### config.mk
export PLATFORM = sky130hd
export DESIGN_NAME = seg_scan_ctrl
export DESIGN_NICKNAME = d
export VERILOG_FILES = /design/src/rtl/seg_scan_ctrl.sv
export SDC_FILE = /design/constraint.sdc
export NUM_CORES = 1
export LEC_CHECK = 0
export BUFFER_PORTS_ARGS = -buffer_cell sky130_fd_sc_hd__buf_2
export CORE_ASPECT_RATIO = 1.4
export CORE_MARGIN = 5
export CORE_UTILIZATION = 35
export DETAILED_ROUTE_END_ITERATION = 8
export MAX_ROUTING_LAYER = met4
export PLACE_DENSITY = 0.49
export SLEW_MARGIN = 20
export SYNTH_ARGS = -nofsm -noshare
export SYNTH_HDL_FRONTEND = slang
export SYNTH_SLANG_ARGS = --single-unit
### constraint.sdc
create_clock -name clk -period 6.6 [get_ports clk]
set_input_delay 0.66 -clock clk [delete_from_list [all_inputs] [get_ports clk]]
set_output_delay 0.66 -clock clk [all_outputs]
set_load 0.01 [all_outputs]
### src/rtl/seg_scan_ctrl.sv
// seg_scan_ctrl: 4-digit BCD up/down counter driving a multiplexed 7-segment display; define SEG_SCAN_LEADING_ZERO_BLANK_EN to blank leading zeros
module seg_scan_ctrl #(
  parameter int SCAN_DIV = 50000,
  parameter int STEP_DIV = 25000000
) (
  input  logic        clk,
  input  logic        rst,
  input  logic        run,
  input  logic        up,
  input  logic        load,
  input  logic [15:0] load_val,
  output logic [6:0]  seg,
  output logic [3:0]  an,
  output logic [15:0] count,
  output logic        wrap
);
  localparam int SW = $clog2(SCAN_DIV);
  localparam int PW = $clog2(STEP_DIV);
  typedef enum logic [1:0] {D0, D1, D2, D3} st_t;
  st_t st, st_n;
  logic [SW-1:0] scp, scp_n;
  logic [PW-1:0] sp;
  logic [15:0] inc, dec;
  logic [3:0] dsel;
  logic step, ld, lz, ci, bi, scan_tc;
  function automatic logic [6:0] pat(input logic [3:0] d);
    case (d)
      4'd0: pat = 7'b0000001;
      4'd1: pat = 7'b1001111;
      4'd2: pat = 7'b0010010;
      4'd3: pat = 7'b0000110;
      4'd4: pat = 7'b1001100;
      4'd5: pat = 7'b0100100;
      4'd6: pat = 7'b0100000;
      4'd7: pat = 7'b0001111;
      4'd8: pat = 7'b0000000;
      4'd9: pat = 7'b0000100;
      default: pat = 7'b1111111;
    endcase
  endfunction
  assign step = run && sp == PW'(STEP_DIV - 1);
  assign ld = load && load_val[3:0] <= 4'd9 && load_val[7:4] <= 4'd9 &&
              load_val[11:8] <= 4'd9 && load_val[15:12] <= 4'd9;
  always_comb begin
    inc = count;
    dec = count;
    ci = 1'b1;
    bi = 1'b1;
    for (int i = 0; i < 4; i++) begin
      inc[4*i +: 4] = ci ? (count[4*i +: 4] == 4'd9 ? 4'd0 : count[4*i +: 4] + 4'd1) : count[4*i +: 4];
      dec[4*i +: 4] = bi ? (count[4*i +: 4] == 4'd0 ? 4'd9 : count[4*i +: 4] - 4'd1) : count[4*i +: 4];
      ci = ci && count[4*i +: 4] == 4'd9;
      bi = bi && count[4*i +: 4] == 4'd0;
    end
  end
  // a valid load wins over a coincident step and restarts the step prescaler
  always_ff @(posedge clk) begin
    if (rst) begin
      count <= '0;
      sp <= '0;
      wrap <= 1'b0;
    end else begin
      wrap <= !ld && step && (up ? count == 16'h9999 : count == 16'h0000);
      if (ld) begin
        count <= load_val;
        sp <= '0;
      end else if (run) begin
        sp <= step ? '0 : sp + 1'b1;
        if (step) count <= up ? inc : dec;
      end
    end
  end
  assign scan_tc = scp == SW'(SCAN_DIV - 1);
  assign scp_n = scan_tc ? '0 : scp + 1'b1;
  always_ff @(posedge clk) st <= rst ? D0 : st_n;
  always_comb st_n = scan_tc ? st_t'(st + 2'd1) : st;
  assign dsel = count[{st_n, 2'b00} +: 4];
`ifdef SEG_SCAN_LEADING_ZERO_BLANK_EN
  assign lz = (st_n == D3 && count[15:12] == 4'd0) || (st_n == D2 && count[15:8] == 8'd0) ||
              (st_n == D1 && count[15:4] == 12'd0);
`else
  assign lz = 1'b0;
`endif
  // outputs are registered from the upcoming slot so an and seg switch together
  always_ff @(posedge clk) begin
    if (rst) begin
      scp <= '0;
      an <= 4'hF;
      seg <= 7'h7F;
    end else begin
      scp <= scp_n;
      an <= scp_n == '0 ? 4'hF : ~(4'b0001 << st_n);
      seg <= lz ? 7'h7F : pat(dsel);
    end
  end
endmodule

== Word-level counts from Yosys, hierarchy flattened ==
Memory sizes are Yosys's and may differ from the RTL's. A register that Yosys moved wholly into a read port is not among the register bits.
Index checks and enable logic that the tools add are counted.

* Bits in registers: 64
* Bits in read-only memories: 112
* Output and inout bits: 28
* Word-level logic and storage cells: 89
* Memories: 1

{| class="wikitable"
|+ Memories
! memory !! words !! bits a word !! read ports !! clocked after Yosys merged registers in !! write ports !! line !! RTL
|-
| (name not given) || 16 || 7 || 1 || 1 || 0 || 27 || <nowiki>case (d)</nowiki>
|}

* Add/sub/neg operators: 11
* Order comparisons: 4
* Eq/ne operators: 10
* Shift operators: 2
* Multiplexer cells: 22
* Bitwise logic cells: 1
* Reduce and logical (&&, ||, !) cells: 29

{| class="wikitable"
|+ Operators by type and width
! operator !! number
|-
| two-way mux 16 bit || 5
|-
| two-way mux 4 bit || 14
|-
| equality test 16 bit (second input constant) || 2
|-
| zero test 16 bit || 2
|-
| adder 25 x 1 -> 25 bit (second input constant) || 1
|-
| equality test 25 bit (second input constant) || 1
|-
| two-way mux 25 bit || 1
|-
| adder 16 x 1 -> 16 bit (second input constant) || 1
|-
| adder 4 x 1 -> 4 bit (second input constant) || 4
|-
| equality test 4 bit (second input constant) || 4
|-
| less-or-equal comparator 4 bit (second input constant) || 4
|-
| zero test 4 bit || 4
|-
| indexed part select 16 x 5 -> 4 bit || 1
|-
| subtractor 4 x 1 -> 4 bit (second input constant) || 4
|-
| AND reduction 4 bit || 3
|-
| logical AND 1 bit || 11
|-
| != test 3 x 1 -> 1 bit (second input constant) || 3
|-
| nonzero test 3 bit || 3
|-
| inverter 4 bit || 1
|-
| nonzero test 2 bit || 2
|-
| OR reduction 2 bit || 2
|-
| left shift 1 x 2 -> 4 bit (first input constant) || 1
|-
| adder 2 x 1 -> 2 bit (second input constant) || 1
|-
| two-way mux 2 bit || 1
|-
| 3 further kinds || 3
|}

== Depth between registers and ports, before layout ==
* Depth after elaboration: 8
* Gate-level depth with buffers: 10

== Worst setup path before layout ==
No wires, ideal clock.

* Kind: reg-to-reg
* Start point: register scp[0]
* End point: register seg[1]
* Library setup time: 0.070 ns
* Arrival time: 2.929 ns
* Data required time: 6.530 ns
* Setup slack: 3.601 ns
* Stages on the path, launching flop included: 10
* Buffers on the path: 0
* Clock period less this slack: 2.999 ns
* Cell sequence: dfxtp_1 > ha_1 > nand3_1 > nor4_4 > xor2_2 > a221oi_2 > inv_1 > ha_1 > mux2_1 > a21oi_1

* Cells in the longest elaborated chain, start to end: 3

{| class="wikitable"
|+ RTL lines
! what !! line !! RTL
|-
| start: declaration || 21 || <nowiki>logic [SW-1:0] scp, scp_n;</nowiki>
|-
| start signal: assignment || 91 || <nowiki>scp <= scp_n;</nowiki>
|-
| equality test 16 bit || 73 || <nowiki>assign scan_tc = scp == SW'(SCAN_DIV - 1);</nowiki>
|-
| two-way mux 2 bit || 76 || <nowiki>always_comb st_n = scan_tc ? st_t'(st + 2'd1) : st;</nowiki>
|-
| indexed part select 16 x 5 -> 4 bit || 77 || <nowiki>assign dsel = count[{st_n, 2'b00} +: 4];</nowiki>
|-
| end: declaration || 12 || <nowiki>output logic [6:0] seg,</nowiki>
|}

No other way between the ends.
A chain may end at the register's enable or synchronous reset.

== Final worst setup path ==
Same ends and word-level chain as after synthesis.

==> run_results.csv <==
group,metric,value,unit
grt,grt_first_pass_wirelength,18100,microns
clocking,clockBufferDepth,2,
timing,timing.final.ws_setup,3.06,ns
synth,synth.top_cell.area_share,33.4,%
clocking,cts_hold_buf,0,
final_layout,layout.nets,580,
place,gp_congestion,0.801,
critical_path,path_class,"reg2reg",
clocking,cts-buffers-inserted,9,
routing,drc,0,
floorplanning,num_rows,47,
timing,setup_viol,0,
synth,synthTopCellsByArea,"dfxtp_1 33%, nor2_1 6.8%, xnor2_1 4.7%",
power_and_ir_drop,vdd_drop_max,0.000115,V
grt,gr-usage-all-layers,16.0,%
synth,ys.flop_type,"dfxtp_1",
synth,yosysWarnings,0,
floorplanning,start_util,35.8,%
routing,wl,10800,microns
final_layout,fillers,1218,
routing,routed_via_density,5.37,
synth,syn_inst,525,
floorplanning,die_area,14500,sq um
synth,yosysUniqueCellTypes,66,
final_layout,drive_above_1_share,15.7,%
clocking,cts_resized,0,
clocking,h-tree-depth,3,
routing,vias,3773,
timing,fin_crit,3.54,ns
final_layout,mostFrequentLayoutCell,"nor2_1",
clocking,clk_pin_slew_worst_paths,0.06,ns
clocking,post_cts_buffers,0,
final_layout,antennaDiodeCount,0,
synth,synth_edf_count,0,
synth,async_reset_ff_share,0,%
final_layout,utilization,41.0,%
routing,antenna_left,0,
synth,syn_nets,554,
routing,wl_per_cell,15.3,microns
grt,antenna_found_initial,0,
synth,yosys_register_bits,71,
timing,fmax,0.282,GHz
timing,post-route-period-util,53.7,%
final_layout,final_cells,702,
power_and_ir_drop,powerDensity,225,nW/um^2
final_layout,most-common-layout-cells,"77 x nor2_1, 71 x dfxtp_1, 48 x buf_2, 36 x nand2_1",
critical_path,cp_max_fo,9,
routing,first_pass_iters,4,
place,place.port_buffers,48,
timing,slew_headroom,33.2,%
place,dp_hpwl,7820,microns
run,drv_cap,0,
timing,slew_viol_final,0,
run_status,status,"finished, final reports clean",
floorplanning,die_h,140,microns
critical_path,startpoint_type,"register",
clocking,cts_tree,"built",
min_path,min_path_type,"reg2reg",
timing,hold_ws,0.512,ns
synth,syn_avg_cell_area,8.11,sq um
final_layout,syn2layout_area_growth,14.5,%
timing,fin_worst_skew,0.00584,ns
floorplanning,core_area,11900,sq um
clocking,clk_latency,0.34,ns
synth,yosysTopAreaCell,"dfxtp_1",
timing,fin_tns_setup,0,ns
grt,grt_max_degree,35,
routing,drt_iter0_drc,195,
timing,worstMarginPinSlew,1.00,ns
power_and_ir_drop,p_leak,1.82,nW
grt,grt-ovfl-total,0,
grt,grt_pass1_vias,3620,
critical_path,endpoint_kind,"register",
floorplanning,io-pin-count,49,
clocking,cts_num_sinks,71,
clocking,cts-root-buf,"clkbuf_16",
critical_path,critPathArrivalTime,3.82,ns
timing,hold_viol_final,0,
critical_path,critPathRequiredTime,6.88,ns
timing,rsz0062_at_grt,"no",
floorplanning,die_x,103,microns
place,dpl.cell_count,687,
synth,ys_seq_area_share,33.4,%
place,place_ws,3.05,ns
synth,synth_area,4260,sq um
sequential cells by signal, indices dropped and copies added, names as in the netlist:
name,cells
an,4
count,16
scp,16
seg,7
sp,25
st,2
wrap,1
layer usage:
metal	GRT usage [%]	wire length (microns)	vias to the layer above
met2	25.7	5240	53
li1	-	-	1929
met1	19.7	4970	1771
met4	6.55	238	0
met3	2.49	306	20
met5	-	0	-
per-stage QoR:
stage | cell area, sq um | power, W
finish | 4870 | 0.00109
floorplan | 4260 | 0.000538
detailed placement | 4550 | 0.000572
CTS | 4870 | 0.00111
global placement | 4550 | 0.000571
global route | 4870 | 0.00114
Yosys cell counts, drive strengths merged, types with 6 or more instances:
| master | instances |
|---|---|
| a211oi | 7 |
| a21oi | 20 |
| a31oi | 8 |
| and3 | 7 |
| and4 | 9 |
| buf | 6 |
| clkbuf | 28 |
| dfxtp | 71 |
| ha | 8 |
| inv | 18 |
| mux2 | 7 |
| mux2i | 15 |
| nand2 | 36 |
| nand3 | 17 |
| nand4 | 13 |
| nor2 | 77 |
| nor2b | 6 |
| nor3 | 21 |
| nor4 | 9 |
| o21ai | 24 |
| or2 | 8 |
| xnor2 | 23 |
| xor2 | 23 |
logic make-up (layout without fill, tap and decap cells):
kind of cell / count (synthesis) / in the layout / synth area share [%]
simple gates: 228 / 228 / 28.5
flops: 71 / 71 / 33.4
compound gates: 98 / 98 / 16.0
fa+ha+maj: 8 / 8 / 2.35
buf+inv: 52 / 82 / 4.76
xor+xnor: 46 / 46 / 9.64
mux: 22 / 22 / 5.38
final cells by class:
cell class / count / area [sq um] / share of cell area [%]
clock buffers: 10 / 239 / 4.90
clock inverters: 5 / 81.3 / 1.67
multi-input cells: 402 / 2630 / 54.0
well taps: 147 / 184 / 3.78
inverters: 18 / 67.6 / 1.39
repair buffers: 49 / 248 / 5.08
flip-flops and latches: 71 / 1420 / 29.2
final timing paths:
| check | start | depth (start not counted) | slack (ns) | endpoint |
|---|---|---|---|---|
| max | scp[0] | 9 | 3.06 | seg[1] |
| min | scp[0] | 1 | 0.51 | scp[0] |
| max reg2reg | scp[0] | 9 | 3.06 | seg[1] |
| min reg2reg | scp[0] | 1 | 0.51 | scp[0] |
worst max-delay path: stages (launching register included):
cell      delay, ns
dfxtp_1        0.42
ha_1           0.26
nand3_1        0.32
nor4_4         0.69
xor2_2         0.26
a221oi_2       0.67
inv_1          0.19
ha_1           0.25
mux2_1         0.28
a21oi_1        0.13
where the power goes:
group          switching, W  total (W)  internal (W)  leakage [nW]
Combinational     0.0000584   0.000102     0.0000437          1.09
Clock              0.000194   0.000533      0.000340         0.155
Sequential        0.0000185   0.000459      0.000441         0.577
No activity file was read; power rests on OpenSTA's default activity.
